[src/rtl/fetch_unit.sv]
// fetch_unit: instruction-fetch front end that owns the fetch PC, issues
//   in-order requests to a variable-latency instruction memory and queues
//   returned instructions with their PCs for decode.
// Latency: a response captured at edge N shows up as inst_valid in the cycle
//   after edge N. There is no zero-cycle bypass from imem_rdata to inst.
// Backpressure: imem_req drops while allocated entries plus pending discards
//   fill all DEPTH slots. inst is held while inst_valid=1 and inst_ready=0.
// Ports:
//   clk, rst                    clock and async active-high reset
//   imem_req/addr/ready         request channel; addr is the fetch PC
//   imem_rvalid/rdata           in-order response channel
//   redirect_valid/pc           branch/jump redirect; flushes the queue
//   inst_valid/inst/inst_pc     head of queue to decode
//   inst_ready                  decode consumes head
module fetch_unit #(
  parameter int              XLEN     = 32,
  parameter logic [XLEN-1:0] RESET_PC = '0,
  parameter int              DEPTH    = 4
) (
  input  logic            clk,
  input  logic            rst,
  output logic            imem_req,
  output logic [XLEN-1:0] imem_addr,
  input  logic            imem_ready,
  input  logic            imem_rvalid,
  input  logic [XLEN-1:0] imem_rdata,
  input  logic            redirect_valid,
  input  logic [XLEN-1:0] redirect_pc,
  output logic            inst_valid,
  output logic [XLEN-1:0] inst,
  output logic [XLEN-1:0] inst_pc,
  input  logic            inst_ready
);

  localparam int PW = $clog2(DEPTH);
  localparam int CW = PW + 1;

  logic [XLEN-1:0] fetch_pc_q, fetch_pc_d;
  logic [XLEN-1:0] pc_q   [DEPTH];
  logic [XLEN-1:0] inst_q [DEPTH];
  logic [DEPTH-1:0] filled_q;
  logic [PW-1:0]   head_q, tail_q, fill_q;
  // count_q: allocated entries; unfilled_q: allocated but awaiting data;
  // discard_q: responses still owed by memory for flushed requests.
  logic [CW-1:0]   count_q, count_d;
  logic [CW-1:0]   unfilled_q, unfilled_d;
  logic [CW-1:0]   discard_q, discard_d;

  logic [CW:0]     occ_sum;
  logic            accept, fill, pop;

  assign occ_sum   = {1'b0, count_q} + {1'b0, discard_q};
  // rst gate keeps the request low while reset is held.
  assign imem_req  = !rst && !redirect_valid && (occ_sum < (CW+1)'(DEPTH));
  assign imem_addr = fetch_pc_q;

  assign inst_valid = (count_q != '0) && filled_q[head_q] && !redirect_valid;
  assign inst       = inst_q[head_q];
  assign inst_pc    = pc_q[head_q];

  assign accept = imem_req && imem_ready;
  // While debts remain, or during a redirect, the response belongs to a
  // flushed request and is dropped.
  assign fill   = imem_rvalid && (discard_q == '0) && !redirect_valid;
  assign pop    = inst_valid && inst_ready;

  always_comb begin
    fetch_pc_d = fetch_pc_q;
    count_d    = count_q;
    unfilled_d = unfilled_q;
    discard_d  = discard_q;
    if (redirect_valid) begin
      fetch_pc_d = {redirect_pc[XLEN-1:2], 2'b00};
      count_d    = '0;
      unfilled_d = '0;
      // Every outstanding request becomes a debt, less the one paid now.
      discard_d  = unfilled_q + discard_q - CW'(imem_rvalid);
    end else begin
      if (accept) fetch_pc_d = fetch_pc_q + XLEN'(4);
      count_d    = count_q + CW'(accept) - CW'(pop);
      unfilled_d = unfilled_q + CW'(accept) - CW'(fill);
      if (imem_rvalid && (discard_q != '0)) discard_d = discard_q - CW'(1);
    end
  end

  always_ff @(posedge clk or posedge rst) begin
    if (rst) begin
      fetch_pc_q <= RESET_PC;
      count_q    <= '0;
      unfilled_q <= '0;
      discard_q  <= '0;
      head_q     <= '0;
      tail_q     <= '0;
      fill_q     <= '0;
      filled_q   <= '0;
      for (int i = 0; i < DEPTH; i++) begin
        pc_q[i]   <= '0;
        inst_q[i] <= '0;
      end
    end else begin
      fetch_pc_q <= fetch_pc_d;
      count_q    <= count_d;
      unfilled_q <= unfilled_d;
      discard_q  <= discard_d;
      if (redirect_valid) begin
        head_q   <= '0;
        tail_q   <= '0;
        fill_q   <= '0;
        filled_q <= '0;
      end else begin
        // Tail, fill and head slots are distinct whenever more than one
        // of these fires, so the per-bit updates never collide.
        if (accept) begin
          pc_q[tail_q]     <= fetch_pc_q;
          filled_q[tail_q] <= 1'b0;
          tail_q           <= tail_q + 1'b1;
        end
        if (fill) begin
          inst_q[fill_q]   <= imem_rdata;
          filled_q[fill_q] <= 1'b1;
          fill_q           <= fill_q + 1'b1;
        end
        if (pop) begin
          filled_q[head_q] <= 1'b0;
          head_q           <= head_q + 1'b1;
        end
      end
    end
  end

endmodule

[config.mk]
export PLATFORM = sky130hd
export DESIGN_NAME = fetch_unit
export DESIGN_NICKNAME = d
export VERILOG_FILES = /design/src/rtl/fetch_unit.sv
export SDC_FILE = /design/constraint.sdc
export NUM_CORES = 1
export LEC_CHECK = 0
export CAP_MARGIN = 10
export CORE_ASPECT_RATIO = 0.75
export CORE_MARGIN = 2
export CORE_UTILIZATION = 51
export DETAILED_ROUTE_END_ITERATION = 6
export GPL_ROUTABILITY_DRIVEN = 0
export PLACE_DENSITY_LB_ADDON = 0.05
export SLEW_MARGIN = 20
export SYNTH_ARGS = -nofsm -noshare
export SYNTH_HDL_FRONTEND = slang
export SYNTH_SLANG_ARGS = --single-unit
export TNS_END_PERCENT = 10
[constraint.sdc]
create_clock -name clk -period 10.17 [get_ports clk]
set_input_delay 2.034 -clock clk [delete_from_list [all_inputs] [get_ports clk]]
set_output_delay 2.034 -clock clk [all_outputs]
set_load 0.05 [all_outputs]
==> results of run 1 <==
-- Yosys cell counts, types with 6 or more instances --
| cell type | instances | area, um2 |
|---|---|---|
| and3_1 | 6 | 37.5 |
| mux2_2 | 224 | 2520 |
| xor2_1 | 8 | 70.1 |
| xnor2_1 | 7 | 61.3 |
| dfrtp_1 | 297 | 7430 |
| o211ai_1 | 8 | 60.1 |
| nand3_1 | 17 | 85.1 |
| buf_2 | 39 | 195 |
| clkbuf_1 | 20 | 75.1 |
| mux4_2 | 63 | 1420 |
| nor2_1 | 16 | 60.1 |
| inv_1 | 25 | 93.8 |
| nor3_1 | 8 | 40.0 |
| ha_1 | 24 | 300 |
| a21oi_1 | 6 | 30.0 |
| nand4_1 | 8 | 50.1 |
| nand2_1 | 75 | 282 |
| o21ai_0 | 42 | 210 |
-- cell type report --
type | count | area (um2) | share of cell area
clock inverters | 4 | 20.0 | 0.00121
flip-flops and latches | 297 | 7440 | 0.451
inverters | 26 | 101 | 0.00615
clock buffers | 50 | 947 | 0.0575
well taps | 344 | 430 | 0.0261
multi-input cells | 577 | 5810 | 0.353
repair buffers | 174 | 1740 | 0.105
-- worst paths after layout --
path | startpoint | to | slack (ns) | cells past startpoint
min in group asynchronous | rst | inst_q[93] | 2.05 | 2
hold / removal | pc_q[118] | pc_q[118] | 0.48 | 2
setup reg to reg | head_q[0] | count_q[2] | 6.25 | 11
max in group asynchronous | rst | head_q[0] | 6.65 | 4
hold reg to reg | pc_q[118] | pc_q[118] | 0.48 | 2
setup / recovery | redirect_valid | imem_req | 4.01 | 4
-- cell families (layout without fill, tap and decap cells) --
kind of cell,count (synthesis),after routing,share of synthesized area
multiplexers,291,291,0.291
flip-flops,297,297,0.543
other,1,4,0.000274
buffers and inverters,97,254,0.0334
adder cells (fa/ha/maj),27,27,0.0263
AND/OR/NAND/NOR,149,149,0.0525
XOR/XNOR,15,15,0.00960
AO/OA/AOI/OAI,91,91,0.0440
-- worst register-to-register path, stage by stage, from the launching register on --
cell and delay, ns:
dfrtp_4 0.79, buf_4 0.79, mux4_2 0.62, o311a_1 0.16
and2_1 0.28, ha_1 0.33, inv_1 0.06, ha_1 0.14
inv_1 0.05, fa_1 0.37, xnor2_1 0.16, nor2_1 0.05
-- registers in the layout, indices dropped and copies added (netlist names), 3 cells and up --
name and count:
inst_q 128, pc_q 120, imem_addr 30, filled_q 4, count_q 3, discard_q 3
unfilled_q 3
-- metal layers --
layer / routed length, um / vias up / global-route usage
met5: 11 / - / 0
met4: 520 / 2 / 0.0420
met3: 1530 / 40 / 0.0350
met2: 13400 / 174 / 0.328
met1: 14500 / 4270 / 0.341
li1: - / 3798 / -
-- placed cells by master, fill, tap and decap left out, drive strengths merged, types with 2 or more instances in the layout --
cell type	synthesis	final
clkbuf	22	50
ha	24	24
mux4	63	63
a211o	3	3
o211ai	8	8
buf	49	14
nand3	17	17
a221o	4	4
nor2b	2	2
a221oi	4	4
xnor2	7	7
a21o	5	5
clkdlybuf4s50	0	160
nor2	16	16
nor4	2	2
a21oi	6	6
conb	1	4
mux2i	4	4
xor2	8	8
nand4	9	9
inv	26	25
clkinv	0	4
nor3	8	8
o21ai	42	42
dfrtp	297	297
o31ai	2	2
and4	4	4
nand2	77	77
o311ai	6	6
and2	2	2
fa	3	3
and3	8	8
mux2	224	224
-- power by group --
part / internal, mW / total [mW] / leakage, nW / switching (mW)
clock network: 0.628 / 1.07 / 0.480 / 0.443
logic: 0.595 / 1.37 / 3.08 / 0.779
registers: 1.44 / 1.59 / 3.95 / 0.154
total: 2.66 / 4.04 / 7.51 / 1.38
-- metrics by stage --
step	util	area [um2]	instances	hold WS, ns
floorplan	-	13700	971	0.444
global placement	0.592	15500	1417	0.459
detailed placement	0.592	15500	1417	0.468
CTS	0.629	16500	1471	0.482
global route	0.630	16500	1472	0.504
finish	0.630	16500	1472	0.477
==> metrics.txt, run 1 <==
min Tclk post-route=6.16 ns; cts bufs inserted=30; Routed Antenna Nets=0; Clock Sinks=297; GRT overflow=0; Arrival @ worst endpoint=4.13 ns; worst-path fanout max=36; CP Buf/Inv Count=3; Fin Clk Skew=0.0100 ns; Fin. Hold Viols=0; CP Cell Sequence=buf_2 > inv_1 > and3_1 > clkdlybuf4s50_1; via count=8,284; Core Area=0.0262 mm2; critical path's largest stage delay=0.71 ns; CTS root buf=clkbuf_16; syn avg cell area=14.1 um2; CTS H-tree depth=1; post-CTS sizing=0; Ports=168; final WL=30,000 um; EDFF count, synth=0; pins over their slew limit=0; worst hold path class=reg2reg; kind of critical path=in2out; status=complete, no violations; Initial Utilization=0.523; overall routing resource usage=0.219; Lkg Pwr=7.51 nW; ys async rst share=1.00; slowest CP cell=clkdlybuf4s50_1; DRT iter0 DRCs=489; initial antenna violation count=1; # port buffers=161; Worst-Margin Slew=1.06 ns; clk slew on worst S/H paths=0.06 ns; Via density=5.63; ys flop type=dfrtp_1; flops & latches, synth=297; CTS tree=done; largest net degree at the start of global routing=188; synthesized instance count=968; final setup margin=4.01 ns; # rows=51; Seq/Total Area, Yosys=0.543; Residual DRC=0; fmax=162 MHz; NumNets Final=1,203; Final setup viols=0; routed wire length per instance=20.4 um; startpoint type of the worst setup path=primary input; Post-Route Setup TNS=0 ns; HPWL Detailed=18,300 um; VDD IR max=0.171 mV; die height=146 um; CTS max path bufs=3; Crit path max-delay family=buffers and inverters; critical path data required time=8.14 ns; synth unique cells=56; pre-CTS setup slack=3.99 ns; vias in the first global route=8,739; area delta synth->final=20.4%; RSZ-0062 raised after global routing=no; pwr/cell area=245 mW/mm2; synthesized area=0.0137 mm2; die width=193 um; Slew HR=0.291; Initial DRT Pass Iterations=5; post-CTS setup buffers=0; die area=0.0282 mm2; Synth warnings=0; share of layout cells above drive strength 1=0.318; first-pass GRT wire length=48,600 um; total power=4.04 mW; CP endpoint kind=output port; fillers=2,028; cts hold-fix bufs=0; antenna fix cells=0; Final Cycle Share=0.606; Max Cap Violations=0; worst skew pair latency=0.55 ns
Power figures use the tool's default switching activity.
==> inputs of run 2 (changes only) <==
--- a/config.mk
+++ b/config.mk
@@ -8,7 +8,7 @@
 export CAP_MARGIN = 10
 export CORE_ASPECT_RATIO = 0.75
 export CORE_MARGIN = 2
-export CORE_UTILIZATION = 51
+export CORE_UTILIZATION = 56
 export DETAILED_ROUTE_END_ITERATION = 6
 export GPL_ROUTABILITY_DRIVEN = 0
 export PLACE_DENSITY_LB_ADDON = 0.05
==> constraint.sdc (replaced) <==
create_clock -name clk -period 6.3 [get_ports clk]
set_input_delay 1.26 -clock clk [delete_from_list [all_inputs] [get_ports clk]]
set_output_delay 1.26 -clock clk [all_outputs]
set_load 0.05 [all_outputs]
==> run 2 against run 1 <==
  * Combinational power grew 62%
  * Clock skew grew 0.0012 ns
  * Setup slack lost 2.2 ns
  * Sequential power grew 62%
  * Core utilization grew 5.8 points
  * Clock power grew 64%
  * Via count grew 2.1%
  * Final area is essentially flat
  * Flip-flop and latch count is the same
  * Register-to-register slack lost 3.4 ns
  * Non-clock buffer count grew 3
  * Count of clock-buffer cells in the layout shrank 7
  * Critical path type is now reg2out
  * Largest power group unchanged
==> metrics.txt, run 2 (synthesized netlist as in run 1, its figures left out) <==
# port buffers=161 (unchanged); via count=8,455 (was 8,284); cts bufs inserted=30 (unchanged); kind of critical path=reg2out (was in2out); Post-Route Setup TNS=0 ns (unchanged); die width=185 um (was 193 um); CTS root buf=clkbuf_16 (unchanged); pins over their slew limit=0 (unchanged); Initial DRT Pass Iterations=5 (unchanged); min-delay src=pc_q[56] (was pc_q[118]); first-pass GRT wire length=48,600 um (about the same); worst skew pair latency=0.54 ns (was 0.55 ns); Ports=168 (unchanged); min Tclk post-route=4.47 ns; status=complete, no violations (unchanged); Final setup viols=0 (unchanged); Clock Sinks=297 (unchanged); initial antenna violation count=0 (was 1); die area=0.0257 mm2 (was 0.0282 mm2); HPWL Detailed=18,600 um (was 18,300 um); max reg flops=128 (unchanged); Crit path max-delay family=buffers and inverters (unchanged); Fin. Hold Viols=0 (unchanged); pwr/cell area=397 mW/mm2 (was 245 mW/mm2); Lkg Pwr=7.52 nW (was 7.51 nW); # rows=49 (was 51); worst hold path class=reg2reg (unchanged); CP Buf/Inv Count=2 (was 3); Initial Utilization=0.571 (was 0.523); CTS max path bufs=3 (unchanged); VDD IR max=0.262 mV (was 0.171 mV); Worst-Margin Slew=0.993 ns (was 1.06 ns); DRT iter0 DRCs=587 (was 489); Slew HR=0.335 (was 0.291); Max Cap Violations=0 (unchanged); most common cell after layout, fill and taps aside=dfrtp_1 (unchanged); die height=139 um (was 146 um); Via density=5.78 (was 5.63); Worst Hold Depth=2 (unchanged); clk slew on worst S/H paths=0.06 ns (about the same); met1 usage=0.382 (was 0.341); worst flop-to-flop path startpoint=count_q[2] (was head_q[0]); GRT overflow=0 (unchanged); Core Area=0.0240 mm2 (was 0.0262 mm2); NumNets Final=1,206 (was 1,203); antenna fix cells=0 (unchanged); CP Cell Sequence=buf_4 > mux4_2 > clkdlybuf4s50_1 (was buf_2 > inv_1 > and3_1 > clkdlybuf4s50_1); pre-CTS setup slack=1.93 ns (was 3.99 ns); met3 GRT Util=0.0372 (was 0.0350); fmax=224 MHz; vias in the first global route=8,765 (was 8,739); Residual DRC=0 (unchanged); Arrival @ worst endpoint=3.21 ns (was 4.13 ns); Worst Hold Endpoint=pc_q[56] (was pc_q[118]); final WL=29,700 um (was 30,000 um); Final Cycle Share=0.709; share of layout cells above drive strength 1=0.323 (was 0.318); FF-to-FF setup slack=2.89 ns (was 6.25 ns); launch point of the critical path=head_q[0] (was redirect_valid); critical path data required time=5.04 ns (was 8.14 ns); slowest CP cell=dfrtp_4 (was clkdlybuf4s50_1); CP endpoint kind=output port (unchanged); met2 Usage GRT=0.353 (was 0.328); most frequent cells in the layout=dfrtp_1, mux2_2, clkdlybuf4s50_1 (unchanged); routed wire length per instance=20.3 um (was 20.4 um); RSZ-0062 raised after global routing=no (unchanged); area delta synth->final=20.5% (was 20.4%); final setup margin=1.83 ns (was 4.01 ns); gr busiest metal=met1 (unchanged); post-CTS sizing=0 (unchanged); Routed Antenna Nets=0 (unchanged); Largest Register=inst_q (unchanged); overall routing resource usage=0.240 (was 0.219); FF-to-FF path depth=11 (unchanged); cts hold-fix bufs=0 (unchanged); worst-path fanout max=34 (was 36); Fin Clk Skew=0.0113 ns (was 0.0100 ns); r2r endpoint=count_q[2] (unchanged); CTS H-tree depth=1 (unchanged); CTS tree=done (unchanged); critical path's largest stage delay=0.86 ns (was 0.71 ns); largest net degree at the start of global routing=138 (was 188); post-CTS setup buffers=0 (unchanged); startpoint type of the worst setup path=flip-flop (was primary input)
-- run 2: cell types whose count changed in the layout (fill, tap and decap cells not counted), sizes merged --
| cell | before | now |
|---|---|---|
| clkinv | 4 | 7 |
| bufinv | 0 | 1 |
| inv | 25 | 26 |
| clkinvlp | 1 | 4 |
| clkbuf | 50 | 43 |
| buf | 14 | 17 |
-- run 2: metrics by stage --
step | cells | area, um2 | util | hold slack, ns | total power, mW
after detailed placement | 1408 | 15500 | 0.647 | 0.468 | 4.83
after global routing | 1463 | 16500 | 0.688 | 0.507 | 6.85
after floorplan | 971 | 13700 | - | 0.444 | 4.15
after global placement | 1408 | 15500 | 0.647 | 0.457 | 4.78
final | 1463 | 16500 | 0.688 | 0.478 | 6.55
after CTS | 1463 | 16500 | 0.688 | 0.483 | 6.61
-- run 2: worst max-delay path by stage --
stage	end	slack [ns]	depth (start not counted)
final	inst_pc[4]	1.83	3
after global routing	inst_pc[4]	1.62	3
after CTS	inst_pc[4]	1.74	3
after detailed placement	count_q[2]	1.93	11
after global placement	unfilled_q[2]	1.95	11
after floorplan	count_q[0]	1.09	1
-- run 2: cell type report --
class	instances	area (um2)
Fill cell	1715	7480
Sequential cell	297	7440
Multi-Input combinational cell	577	5810
Timing Repair Buffer	177	1750
Clock buffer	43	881
Tap cell	331	414
Inverter	26	101
Clock inverter	12	98.8
-- run 2: where the power goes --
group          internal, mW  leakage [nW]  total [mW]  switching [mW]
logic                 0.962          3.09        2.22            1.25
clock network          1.01         0.480        1.75           0.738
registers              2.33          3.95        2.58           0.254
-- run 2: worst register-to-register path: cells and delay by family, from the launching register on --
kind	cells	cell delay [ns]
adders and majority gates	4	1.20
xor gates and xnor gates	1	0.19
and+or+nand+nor	3	0.99
buffers and inverters	3	0.47
DFF	1	0.43
-- run 2: per-layer routing --
metal | vias to the layer above | share of wire
met5 | - | 0
met4 | 0 | 0.016
met3 | 32 | 0.042
met2 | 177 | 0.45
met1 | 4424 | 0.49
li1 | 3822 | -
==> inputs of run 3 (changes only) <==
==> constraint.sdc (replaced) <==
create_clock -name clk -period 4.6 [get_ports clk]
set_input_delay 0.92 -clock clk [delete_from_list [all_inputs] [get_ports clk]]
set_output_delay 0.92 -clock clk [all_outputs]
set_load 0.05 [all_outputs]
==> run 3 against run 2 <==
  * Sequential share of layout area fell by 0.095 points
  * Critical path type unchanged
  * Sequential power rose by 37%
  * Via count rose by 0.11%
  * Clock power rose by 30%
  * Total power rose by 35%
  * Clock skew fell by 0.0044 ns
  * Worst hold slack improved by 0.0028 ns
  * Final cell count rose by 0.21%
  * Critical path depth did not move
  * Core utilization rose by 0.15 points
  * Die area did not move
==> metrics.txt, run 3 (synthesized netlist as in run 1, its figures left out) <==
status=complete, no violations (unchanged); Lkg Pwr=7.54 nW (was 7.52 nW); first-pass GRT wire length=49,100 um (was 48,600 um); placed cell area=0.0156 mm2 (was 0.0155 mm2); worst-path fanout max=25 (was 34); Logic pwr share=0.344 (was 0.339); area of the multi-input gates=0.00581 mm2 (unchanged); HPWL Detailed=19,100 um (was 18,600 um); # port buffers=161 (unchanged); Clk pwr share=0.257 (was 0.267); cell area after layout=0.0165 mm2 (about the same); total power=8.84 mW (was 6.55 mW); CTS tree=done (unchanged); die height=139 um (unchanged); Fin. Hold Viols=0 (unchanged); vias in the first global route=8,884 (was 8,765); Routed Antenna Nets=0 (unchanged); worst hold path class=reg2reg (unchanged); kind of critical path=reg2out (unchanged); area delta synth->final=20.8% (was 20.5%); Core Area=0.0240 mm2 (unchanged); Clock Sinks=297 (unchanged); Initial Utilization=0.571 (unchanged); register area=0.00744 mm2 (unchanged); DP Cell Count=1,414 (was 1,408); CTS root buf=clkbuf_16 (unchanged); initial antenna violation count=0 (unchanged); largest net degree at the start of global routing=87 (was 138); Largest Register=inst_q (unchanged); Final Cycle Share=0.849; clk slew on worst S/H paths=0.06 ns (about the same); final WL=29,600 um (was 29,700 um); pwr/cell area=535 mW/mm2 (was 397 mW/mm2); final cell count without fillers=1,466 (was 1,463); min Tclk post-route=3.90 ns; switching power=3.03 mW (was 2.25 mW); RSZ-0062 raised after global routing=no (unchanged); most common cell after layout, fill and taps aside=dfrtp_1 (unchanged); max reg flops=128 (unchanged); Core Util, Final=0.690 (was 0.688); cts bufs inserted=29 (was 30); Ports=168 (unchanged); Residual DRC=0 (unchanged); Worst-Margin Slew=0.972 ns (was 0.993 ns); CTS H-tree depth=1 (unchanged); fmax=256 MHz; Arrival @ worst endpoint=2.98 ns (was 3.21 ns); CP endpoint kind=output port (unchanged); final setup margin=0.697 ns (was 1.83 ns); pre-CTS setup slack=0.938 ns (was 1.93 ns); antenna fix cells=0 (unchanged); critical path data required time=3.68 ns (was 5.04 ns); worst skew pair latency=0.54 ns (about the same); die area=0.0257 mm2 (unchanged); Pint=5.80 mW (was 4.30 mW); sequential fraction of design power=0.400 (was 0.394); CTS max path bufs=3 (unchanged); Max Cap Violations=0 (unchanged); Fin Hold WS=0.481 ns (was 0.478 ns); # rows=49 (unchanged); routed wire length per instance=20.2 um (was 20.3 um); GRT overflow=0 (unchanged); die width=185 um (unchanged); overall routing resource usage=0.241 (was 0.240); cts hold-fix bufs=0 (unchanged); VDD IR max=0.348 mV (was 0.262 mV); share of layout cells above drive strength 1=0.320 (was 0.323); Final setup viols=0 (unchanged); Slew HR=0.347 (was 0.335); DRT iter0 DRCs=476 (was 587); Via density=5.77 (was 5.78); pins over their slew limit=0 (unchanged); startpoint type of the worst setup path=flip-flop (unchanged); Switching Share=0.343 (about the same); most frequent cells in the layout=dfrtp_1, mux2_2, clkdlybuf4s50_1 (unchanged); via count=8,464 (was 8,455); Post-Route Setup TNS=0 ns (unchanged); post-CTS sizing=0 (unchanged); Initial DRT Pass Iterations=5 (unchanged); Fin Clk Skew=0.00686 ns (was 0.0113 ns); fillers=1,727 (was 1,715); post-CTS setup buffers=0 (unchanged); NumNets Final=1,211 (was 1,206)
==> run 3: worst paths after layout <==
| kind | start | to | slack (ns) | cells after the start |
|---|---|---|---|---|
| setup / recovery | head_q[0] | inst_pc[20] | 0.70 | 3 |
| hold / removal | pc_q[68] | pc_q[68] | 0.48 | 2 |
| setup reg to reg | head_q[0] | count_q[2] | 1.48 | 10 |
| hold reg to reg | pc_q[68] | pc_q[68] | 0.48 | 2 |
| max in group asynchronous | rst | head_q[0] | 2.66 | 3 |
| min in group asynchronous | rst | pc_q[93] | 0.91 | 2 |
==> run 3: worst max-delay path: stages, from the launching register on <==
cell             delay, ns
dfrtp_4               0.78
buf_4                 0.37
mux4_2                0.57
clkdlybuf4s50_1       0.72
==> run 3: area by class of cell <==
class | instances | area share
Inverter | 26 | 0.00613
Sequential cell | 297 | 0.450
Multi-Input combinational cell | 577 | 0.352
Clock inverter | 6 | 0.00333
Clock buffer | 46 | 0.0508
Tap cell | 331 | 0.0251
Timing Repair Buffer | 183 | 0.113
==> run 3: power groups by stage <==
| stage | combinational, mW | clock [mW] | sequential (mW) |
|---|---|---|---|
| floorplan | 2.14 | 0 | 3.54 |
| global placement | 3.01 | 0 | 3.54 |
| detailed placement | 3.05 | 0 | 3.57 |
| CTS | 3.07 | 2.32 | 3.53 |
| global route | 3.21 | 2.42 | 3.61 |
| finish | 3.04 | 2.27 | 3.53 |
==> run 3: metal layers <==
| layer | share of wire | track usage | routed length (um) |
|---|---|---|---|
| met5 | 0 | 0 | 0 |
| met4 | 0.014 | 0.0446 | 406 |
| met3 | 0.042 | 0.0335 | 1240 |
| met2 | 0.46 | 0.366 | 13700 |
| met1 | 0.48 | 0.378 | 14200 |
